## src/rtl/mem_if.sv

```systemverilog
// Memory-side req/ack bus. The access unit is the master; the memory (or
// a bench model of it) is the slave.
interface mem_if #(
    parameter int ADDR_W = 32,
    parameter int DATA_W = 32
);
    logic              mem_req;
    logic              mem_we;
    logic [ADDR_W-1:0] mem_addr;
    logic [DATA_W-1:0] mem_wdata;
    logic [DATA_W-1:0] mem_rdata;
    logic              mem_ack;

    modport master (
        output mem_req, mem_we, mem_addr, mem_wdata,
        input  mem_rdata, mem_ack
    );

    modport slave (
        input  mem_req, mem_we, mem_addr, mem_wdata,
        output mem_rdata, mem_ack
    );
endinterface

```

## src/rtl/mem_access_unit.sv

```systemverilog
// Memory-port sequencer for the multi-cycle control FSM. Accepts one fetch
// or data access per request, drives a variable-latency req/ack memory,
// stalls the control FSM until completion and owns IR and MDR.
//
// state | meaning
// ------+-------------------------------------------------------------
// IDLE  | waiting for req_valid; checks alignment and latches the access
// REQ   | mem_req held; waiting for mem_ack or timeout expiry
// DONE  | one-cycle completion (done=1, stall released)
module mem_access_unit #(
    parameter int ADDR_W  = 32,
    parameter int DATA_W  = 32,
    parameter int TIMEOUT = 16,
    parameter int CNT_W   = 5
) (
    input  logic              clk,
    input  logic              rst,
    input  logic              req_valid,
    input  logic              req_is_data,
    input  logic              req_write,
    input  logic [ADDR_W-1:0] pc_addr,
    input  logic [ADDR_W-1:0] data_addr,
    input  logic [DATA_W-1:0] wdata,
    input  logic              err_clr,
    output logic              stall,
    output logic              done,
    output logic [DATA_W-1:0] ir,
    output logic [DATA_W-1:0] mdr,
    output logic              err_misalign,
    output logic              err_timeout,
    mem_if.master             mem
);

    typedef enum logic [1:0] {IDLE, REQ, DONE} state_t;

    // Timeout is a down-counter loaded on entry to REQ; reaching zero
    // without an ack means TIMEOUT REQ cycles have elapsed.
    localparam logic [CNT_W-1:0] CNT_LOAD = (TIMEOUT == 0) ? '0 : CNT_W'(TIMEOUT - 1);

    state_t            state, state_nxt;
    logic [CNT_W-1:0]  cnt;
    logic              is_data;
    logic              mem_req_q;
    logic              mem_we_q;
    logic [ADDR_W-1:0] mem_addr_q;
    logic [DATA_W-1:0] mem_wdata_q;

    logic [ADDR_W-1:0] addr_sel;
    logic              wr_sel;
    logic              misalign;
    logic              expire;
    logic              set_mis;
    logic              set_to;

    assign addr_sel = req_is_data ? data_addr : pc_addr;
    assign wr_sel   = req_write & req_is_data;
    assign misalign = |addr_sel[1:0];
    assign expire   = (TIMEOUT != 0) && (cnt == '0);
    assign set_mis  = (state == IDLE) && req_valid && misalign;
    assign set_to   = (state == REQ) && !mem.mem_ack && expire;

    assign stall          = req_valid & ~done;
    assign mem.mem_req    = mem_req_q;
    assign mem.mem_we     = mem_we_q;
    assign mem.mem_addr   = mem_addr_q;
    assign mem.mem_wdata  = mem_wdata_q;

    // State register
    always_ff @(posedge clk or negedge rst) begin
        if (!rst) state <= IDLE;
        else      state <= state_nxt;
    end

    // Next-state decode; ack wins over a same-cycle timeout expiry
    always_comb begin
        state_nxt = state;
        case (state)
            IDLE: if (req_valid) state_nxt = misalign ? DONE : REQ;
            REQ:  if (mem.mem_ack || expire) state_nxt = DONE;
            DONE: state_nxt = IDLE;
            default: state_nxt = IDLE;
        endcase
    end

    // Access latch, timeout counter, IR/MDR capture and registered handshakes
    always_ff @(posedge clk or negedge rst) begin
        if (!rst) begin
            mem_req_q   <= 1'b0;
            mem_we_q    <= 1'b0;
            mem_addr_q  <= '0;
            mem_wdata_q <= '0;
            is_data     <= 1'b0;
            cnt         <= '0;
            done        <= 1'b0;
            ir          <= '0;
            mdr         <= '0;
        end else begin
            done      <= (state_nxt == DONE);
            mem_req_q <= (state_nxt == REQ);
            case (state)
                IDLE: if (req_valid && !misalign) begin
                    mem_addr_q  <= addr_sel;
                    mem_we_q    <= wr_sel;
                    mem_wdata_q <= wdata;
                    is_data     <= req_is_data;
                    cnt         <= CNT_LOAD;
                end
                REQ: begin
                    if (mem.mem_ack) begin
                        mem_we_q <= 1'b0;
                        if (!mem_we_q) begin
                            if (is_data) mdr <= mem.mem_rdata;
                            else         ir  <= mem.mem_rdata;
                        end
                    end else if (expire) begin
                        mem_we_q <= 1'b0;
                    end else begin
                        cnt <= cnt - 1'b1;
                    end
                end
                default: ;
            endcase
        end
    end

    // Sticky error flags; a set in the same cycle as err_clr wins
    always_ff @(posedge clk or negedge rst) begin
        if (!rst) begin
            err_misalign <= 1'b0;
            err_timeout  <= 1'b0;
        end else begin
            err_misalign <= set_mis | (err_misalign & ~err_clr);
            err_timeout  <= set_to  | (err_timeout  & ~err_clr);
        end
    end

endmodule
```

## src/flat_wrapper.sv

```systemverilog
// flat-port wrapper written by rule: the top's interface ports become plain ports
module mem_access_unit_flat 
#(
    parameter int ADDR_W  = 32,
    parameter int DATA_W  = 32,
    parameter int TIMEOUT = 16,
    parameter int CNT_W   = 5
)
  (clk, rst, req_valid, req_is_data, req_write, pc_addr, data_addr, wdata, err_clr, stall, done, ir, mdr, err_misalign, err_timeout, mem_mem_req, mem_mem_we, mem_mem_addr, mem_mem_wdata, mem_mem_rdata, mem_mem_ack);
  mem_if #(.ADDR_W(ADDR_W), .DATA_W(DATA_W)) mem_i ();
  input  logic clk;
  input  logic rst;
  input  logic req_valid;
  input  logic req_is_data;
  input  logic req_write;
  input  logic [ADDR_W-1:0] pc_addr;
  input  logic [ADDR_W-1:0] data_addr;
  input  logic [DATA_W-1:0] wdata;
  input  logic err_clr;
  output logic stall;
  output logic done;
  output logic [DATA_W-1:0] ir;
  output logic [DATA_W-1:0] mdr;
  output logic err_misalign;
  output logic err_timeout;
  output wire logic [$bits(mem_i.mem_req)-1:0] mem_mem_req;
  output wire logic [$bits(mem_i.mem_we)-1:0] mem_mem_we;
  output wire logic [$bits(mem_i.mem_addr)-1:0] mem_mem_addr;
  output wire logic [$bits(mem_i.mem_wdata)-1:0] mem_mem_wdata;
  input wire logic [$bits(mem_i.mem_rdata)-1:0] mem_mem_rdata;
  input wire logic [$bits(mem_i.mem_ack)-1:0] mem_mem_ack;
  assign mem_mem_req = mem_i.mem_req;
  assign mem_mem_we = mem_i.mem_we;
  assign mem_mem_addr = mem_i.mem_addr;
  assign mem_mem_wdata = mem_i.mem_wdata;
  assign mem_i.mem_rdata = mem_mem_rdata;
  assign mem_i.mem_ack = mem_mem_ack;
  mem_access_unit #(.ADDR_W(ADDR_W), .DATA_W(DATA_W), .TIMEOUT(TIMEOUT), .CNT_W(CNT_W)) u_core (.clk(clk), .rst(rst), .req_valid(req_valid), .req_is_data(req_is_data), .req_write(req_write), .pc_addr(pc_addr), .data_addr(data_addr), .wdata(wdata), .err_clr(err_clr), .stall(stall), .done(done), .ir(ir), .mdr(mdr), .err_misalign(err_misalign), .err_timeout(err_timeout), .mem(mem_i));
endmodule
```

## config.mk

```make
export PLATFORM = sky130hd
export DESIGN_NAME = mem_access_unit_flat
export DESIGN_NICKNAME = d
export VERILOG_FILES = /design/src/rtl/mem_if.sv /design/src/rtl/mem_access_unit.sv /design/src/flat_wrapper.sv
export SDC_FILE = /design/constraint.sdc
export NUM_CORES = 1
export LEC_CHECK = 0
export ABC_AREA = 1
export ABC_CLOCK_PERIOD_IN_PS = 1800
export CAP_MARGIN = 20
export CORE_ASPECT_RATIO = 2
export CORE_UTILIZATION = 40
export DETAILED_ROUTE_END_ITERATION = 16
export GPL_TIMING_DRIVEN = 0
export PLACE_DENSITY = 0.78
export SLEW_MARGIN = 5
export SYNTH_ARGS = -nofsm -noshare
export SYNTH_HDL_FRONTEND = slang
export SYNTH_SLANG_ARGS = --single-unit
```

## constraint.sdc

```tcl
create_clock -name clk -period 1.8 [get_ports clk]
set_input_delay 0.36 -clock clk [delete_from_list [all_inputs] [get_ports clk]]
set_output_delay 0.36 -clock clk [all_outputs]
set_load 0.005 [all_outputs]
```

# Yosys cells after proc, flatten, opt, wreduce, memory -nomap -nowiden
# Index checks and enable logic that the tools add are counted.
# W data, S select, Z words.
# totals
wordCells,60
ff_bits,141
output_inout_bits,134
input_bits,135
# classes
eq_ne,7
bitwise,10
n_addsub,1
reduce_logical,17
mux,13
# op_table
op,count
$mux W32,1
$mux W5,3
$reduce_and A4 Y1,3
$pmux W5 S2,1
$mux W2,3
$ne A2 B2 Y1 const B,3
$logic_and A1 B1 Y1,5
$logic_not A5 Y1,1
$sub A5 B1 Y5 const B,1
$and A1 B1 Y1,4
$eq A2 B1 Y1 const B,2
$not A1 Y1,4
$pmux W2 S2,1
$mux W1,3
$ne A3 B2 Y1 const B,1
$reduce_and A3 Y1,1
$eq A2 B2 Y1 const B,1
$logic_not A1 Y1,2
$logic_not A2 Y1,1
$or A1 B1 Y1,2
$pmux W1 S2,1
$reduce_and A2 Y1,1
$reduce_bool A2 Y1,1
$reduce_or A2 Y1,1
$logic_or A1 B1 Y1,1

# Depth between registers and ports, before layout
# depth
depth_word,6
depth_mapped,10
ltp_nobuf,8

# Worst setup path before layout
# No wires, ideal clock.
# synth_timing
kind,register to register
startpoint,register u_core.cnt[0]
endpoint,register u_core.cnt[2]
stages_incl_launch_ff,8
period_less_slack_ps,1280
setup_ps,124
n_path_buf,0
path_slack_ps,520
arrival_time_ps,1156
required_time_ps,1676
path_cell_list,dfrtp_1 -> inv_1 -> ha_1 -> nand4_1 -> nand2_1 -> nand2_4 -> nand2_1 -> o21ai_1
# synth_between
elab_chain_cells,4
word_cells_on_any_way,7
cone_classes,1 x add/sub; 1 x eq/ne; 3 x mux; 2 x reduce/logical
# synth_rtl
element,line,text
from (decl),mem_access_unit.sv:41,logic [CNT_W-1:0] cnt;
from (signal assigned),mem_access_unit.sv:118,cnt <= cnt - 1'b1;
$sub A5 B1 Y5,mem_access_unit.sv:118,
$mux W5,mem_access_unit.sv:115,end else if (expire) begin
$mux W5,mem_access_unit.sv:109,if (mem.mem_ack) begin
$pmux W5 S2,mem_access_unit.sv:100,case (state)
# Parallel ways exist; a longest one is shown, timed or not. The select of a mux whose other input is x is not followed.
# A chain may end at the register's enable or synchronous reset.

# Worst setup path in the final report
# layout_timing
startpoint,"register u_core.mem_we_q, in the netlist u_core.mem.mem_we"
endpoint,output port mem_mem_we
# layout_rtl
element,line,text
from (decl),mem_access_unit.sv:44,logic mem_we_q;
from (signal assigned),mem_access_unit.sv:103,mem_we_q <= wr_sel;
to (decl),flat_wrapper.sv:27,output wire logic [$bits(mem_i.mem_we)-1:0] mem_mem_we;
# No word-level cell between the ends.

==> impl_metrics.env <==
export IMPL_status="finished with violations"
export IMPL_violations="negative hold slack"
export IMPL_ir_drop_v=0.0006742
export IMPL_start_util=0.4129
export IMPL_die_width_um=87.13
export IMPL_crit_arrival_ns=1.40
export IMPL_routabilityCongestion=0.8214
export IMPL_tightest_slew_ns=0.7915
export IMPL_slew_headroom=0.4723
export IMPL_wl_um=16990
export IMPL_critPathLaunch="u_core.mem.mem_we"
export IMPL_syn_area_sq_mm=0.005798
export IMPL_path_cells="clkdlybuf4s50_1"
export IMPL_synth_top_cell_by_area="dfrtp_1"
export IMPL_grtUsageTotal=0.2382
export IMPL_drc=0
export IMPL_ctsResizeCount=1
export IMPL_routedWlPerCell_um=14.50
export IMPL_cts_sinks=141
export IMPL_synthSimpleGateAreaFrac=0.2577
export IMPL_finalPower_mw=13.02
export IMPL_yosysSeqAreaShare=0.6085
export IMPL_vias_per_cell=4.618
export IMPL_max_freq_ghz=0.5681
export IMPL_r2r_cells=7
export IMPL_multi_input_area_sq_mm=0.001873
export IMPL_crit_required_ns=1.44
export IMPL_grt_pass1_vias=5550
export IMPL_crit_fanout=4
export IMPL_synth_top_area_frac=0.6085
export IMPL_cts_hold_buf=0
export IMPL_wl_met1_um=5845
export IMPL_synth_top_family_by_area="simple AND/OR/NAND/NOR gates"
export IMPL_grt_antenna_before_repair=0
export IMPL_syn2layout_area_growth_pct=60.94
export IMPL_dr_pass1_iters=4
export IMPL_cp_depth=1
export IMPL_rows=61
export IMPL_worst_setup_path_start_kind="flop"
export IMPL_grt_max_degree=86
export IMPL_setup_viol=0
export IMPL_critPathMaxStageDelay_ns=0.56
export IMPL_path_clk_slew_ns=0.06
export IMPL_whs_ns=-0.01381
export IMPL_wl_met2_um=9607
export IMPL_min_period_over_period=0.9780
export IMPL_synth_mux_area_frac=0
export IMPL_final_seq_area_sq_mm=0.003528
export IMPL_dieArea_sq_mm=0.01501
export IMPL_fin_nets=1106
export IMPL_grt_ovfl_total=0
export IMPL_cts_tree="done"
export IMPL_r2r_start="u_core.state[1]"
export IMPL_hold_viol_final=11
export IMPL_leakagePower_nw=4.609
export IMPL_finalMaxSlewViolations=0
export IMPL_ant_nets=0
export IMPL_drive_above_1_share=0.06517
export IMPL_worst_path_buf_inv=1
export IMPL_wl_met3_um=951
export IMPL_fill_cells=1177
export IMPL_power_density_mw_per_mm2=1395
export IMPL_synthesis_nets=819
export IMPL_worst_path_max_delay_cell="clkdlybuf4s50_1"
export IMPL_htree_levels=4
export IMPL_core_sq_mm=0.01404
export IMPL_clock_latency_ns=0.41
export IMPL_dr_first_iter_drc_count=175
export IMPL_netlist_cell_type_count=22
export IMPL_dr_total_vias=5412
export IMPL_ios=269
export IMPL_endpoint_kind="output pin"
export IMPL_synthAdderAreaFrac=0.002158
export IMPL_post_cts_buffers=0
export IMPL_critPathCapture="mem_mem_we"
export IMPL_crit_family="buffers and inverters"
export IMPL_layout_min_cycle_time_ns=1.760
export IMPL_clock_skew_ns=0.005831
export IMPL_place_hpwl_um=12940
export IMPL_syn_area_per_cell_sq_um=8.489
export IMPL_cap_violations=0
export IMPL_top_layer="met4"
export IMPL_criticalPathCategory="flop to output pin"
export IMPL_syn_inst=683
export IMPL_hp_class="input port to asynchronous set/reset pin"
export IMPL_worstReg2RegEnd="u_core.mdr[23]"
export IMPL_io_buffers=267
export IMPL_cts_buffer_depth=2
export IMPL_synth_seq_cells=141
export IMPL_cts_made_buffers=17
export IMPL_rsz0062_at_grt="false"
export IMPL_synth_compound_area_share=0.06323
export IMPL_root_buffer="clkbuf_16"
export IMPL_synthTopCellsByArea="dfrtp_1 61%, nand2_1 21%, inv_1 3.2%"
export IMPL_die_height_um=172.3
export IMPL_r2r_slack_ns=0.25
export IMPL_yosys_warnings=0
export IMPL_synth_xor_area_share=0
export IMPL_grt_first_pass_wirelength_um=27060
## layout by cell type, fill, tap and decap left out, types with 2 or more instances in the layout
cell	n
bufinv_16	2
nand3_2	2
nand4_1	3
buf_4	4
nand2_1	330
clkbuf_1	9
inv_1	49
nand3_1	6
a21oi_1	33
o21ai_1	9
clkinvlp_4	3
o21ai_0	30
inv_6	6
clkdlybuf4s50_1	265
nor2_1	39
buf_6	8
nand2_2	2
clkbuf_16	17
dfrtp_1	141
buf_2	12
## cell usage after synthesis
library cell and number:
o22ai_1 1, nand2_1 330, inv_4 1, nor2_4 1, buf_2 12, nand2_2 2, buf_6 7, nand3_2 2
o21ai_0 30, nor2_1 39, nor3_1 1, inv_1 49, nand4_1 3, nand2_4 1, ha_1 1, buf_4 4
clkbuf_1 9, a21oi_1 33, nand3_1 6, inv_2 1, o21ai_1 9, dfrtp_1 141
## flip-flops by register name, summed over array words and instances, names as in the netlist
signal / flops
u_core.ir: 32
u_core.mem.mem_addr: 32
u_core.err_timeout: 1
u_core.done: 1
u_core.err_misalign: 1
u_core.cnt: 5
u_core.mdr: 32
u_core.mem.mem_wdata: 32
u_core.mem.mem_req: 1
u_core.mem.mem_we: 1
u_core.is_data: 1
u_core.state: 2
## layout make-up
cell class	count	area share
sequential	141	0.3781
timing repair buffer	268	0.2894
multi-input combinational	459	0.2007
clock buffer	18	0.04706
tap	189	0.02534
buffer	32	0.02172
inverter	51	0.02078
clock inverter	13	0.01663
antenna	1	0.0002682
## how the worst min path moves through the flow
stage                            start                 endpoint  slack (ns)
2_1_floorplan                      rst            u_core.cnt[0]        0.06
3_3_place_gp   u_core.mem.mem_addr[10]  u_core.mem.mem_addr[10]        0.46
3_5_place_dp                       rst             u_core.ir[5]        0.46
4_1_cts                            rst             u_core.ir[5]        0.02
5_1_grt                            rst             u_core.ir[9]        0.04
6_report                           rst             u_core.ir[5]       -0.01
## cells by family after synthesis
group           after synthesis
flops                       141
buf+inv                      83
fa+ha+maj                     1
simple gates                385
compound gates               73
## routing by layer
metal,vias up,track usage
li1,2657,-
met1,2506,0.2319
met2,210,0.4584
met3,39,0.05251
met4,0,0.1183
met5,-,0
## metrics by stage
stage | std cells | util | setup WS, ns | setup TNS (ns) | cell area [sq um]
after floorplan | 683 | - | 0.5195 | 0 | 5798
after global placement | 1139 | 0.6200 | -5.293 | -751.32 | 8707
after detailed placement | 1140 | 0.6221 | -0.1581 | -9.740 | 8736
after CTS | 1171 | 0.6643 | 0.01980 | 0 | 9329
after global routing | 1171 | 0.6643 | 0.001622 | 0 | 9329
final | 1172 | 0.6645 | 0.03959 | 0 | 9331
## where the power goes
group | leakage, nW | switching, mW | internal, mW
sequential | 1.78 | 0.652 | 4.38
clock | 0.283 | 1.43 | 2.11
combinational | 2.54 | 1.67 | 2.78
No activity file was read; power rests on OpenSTA's default activity.
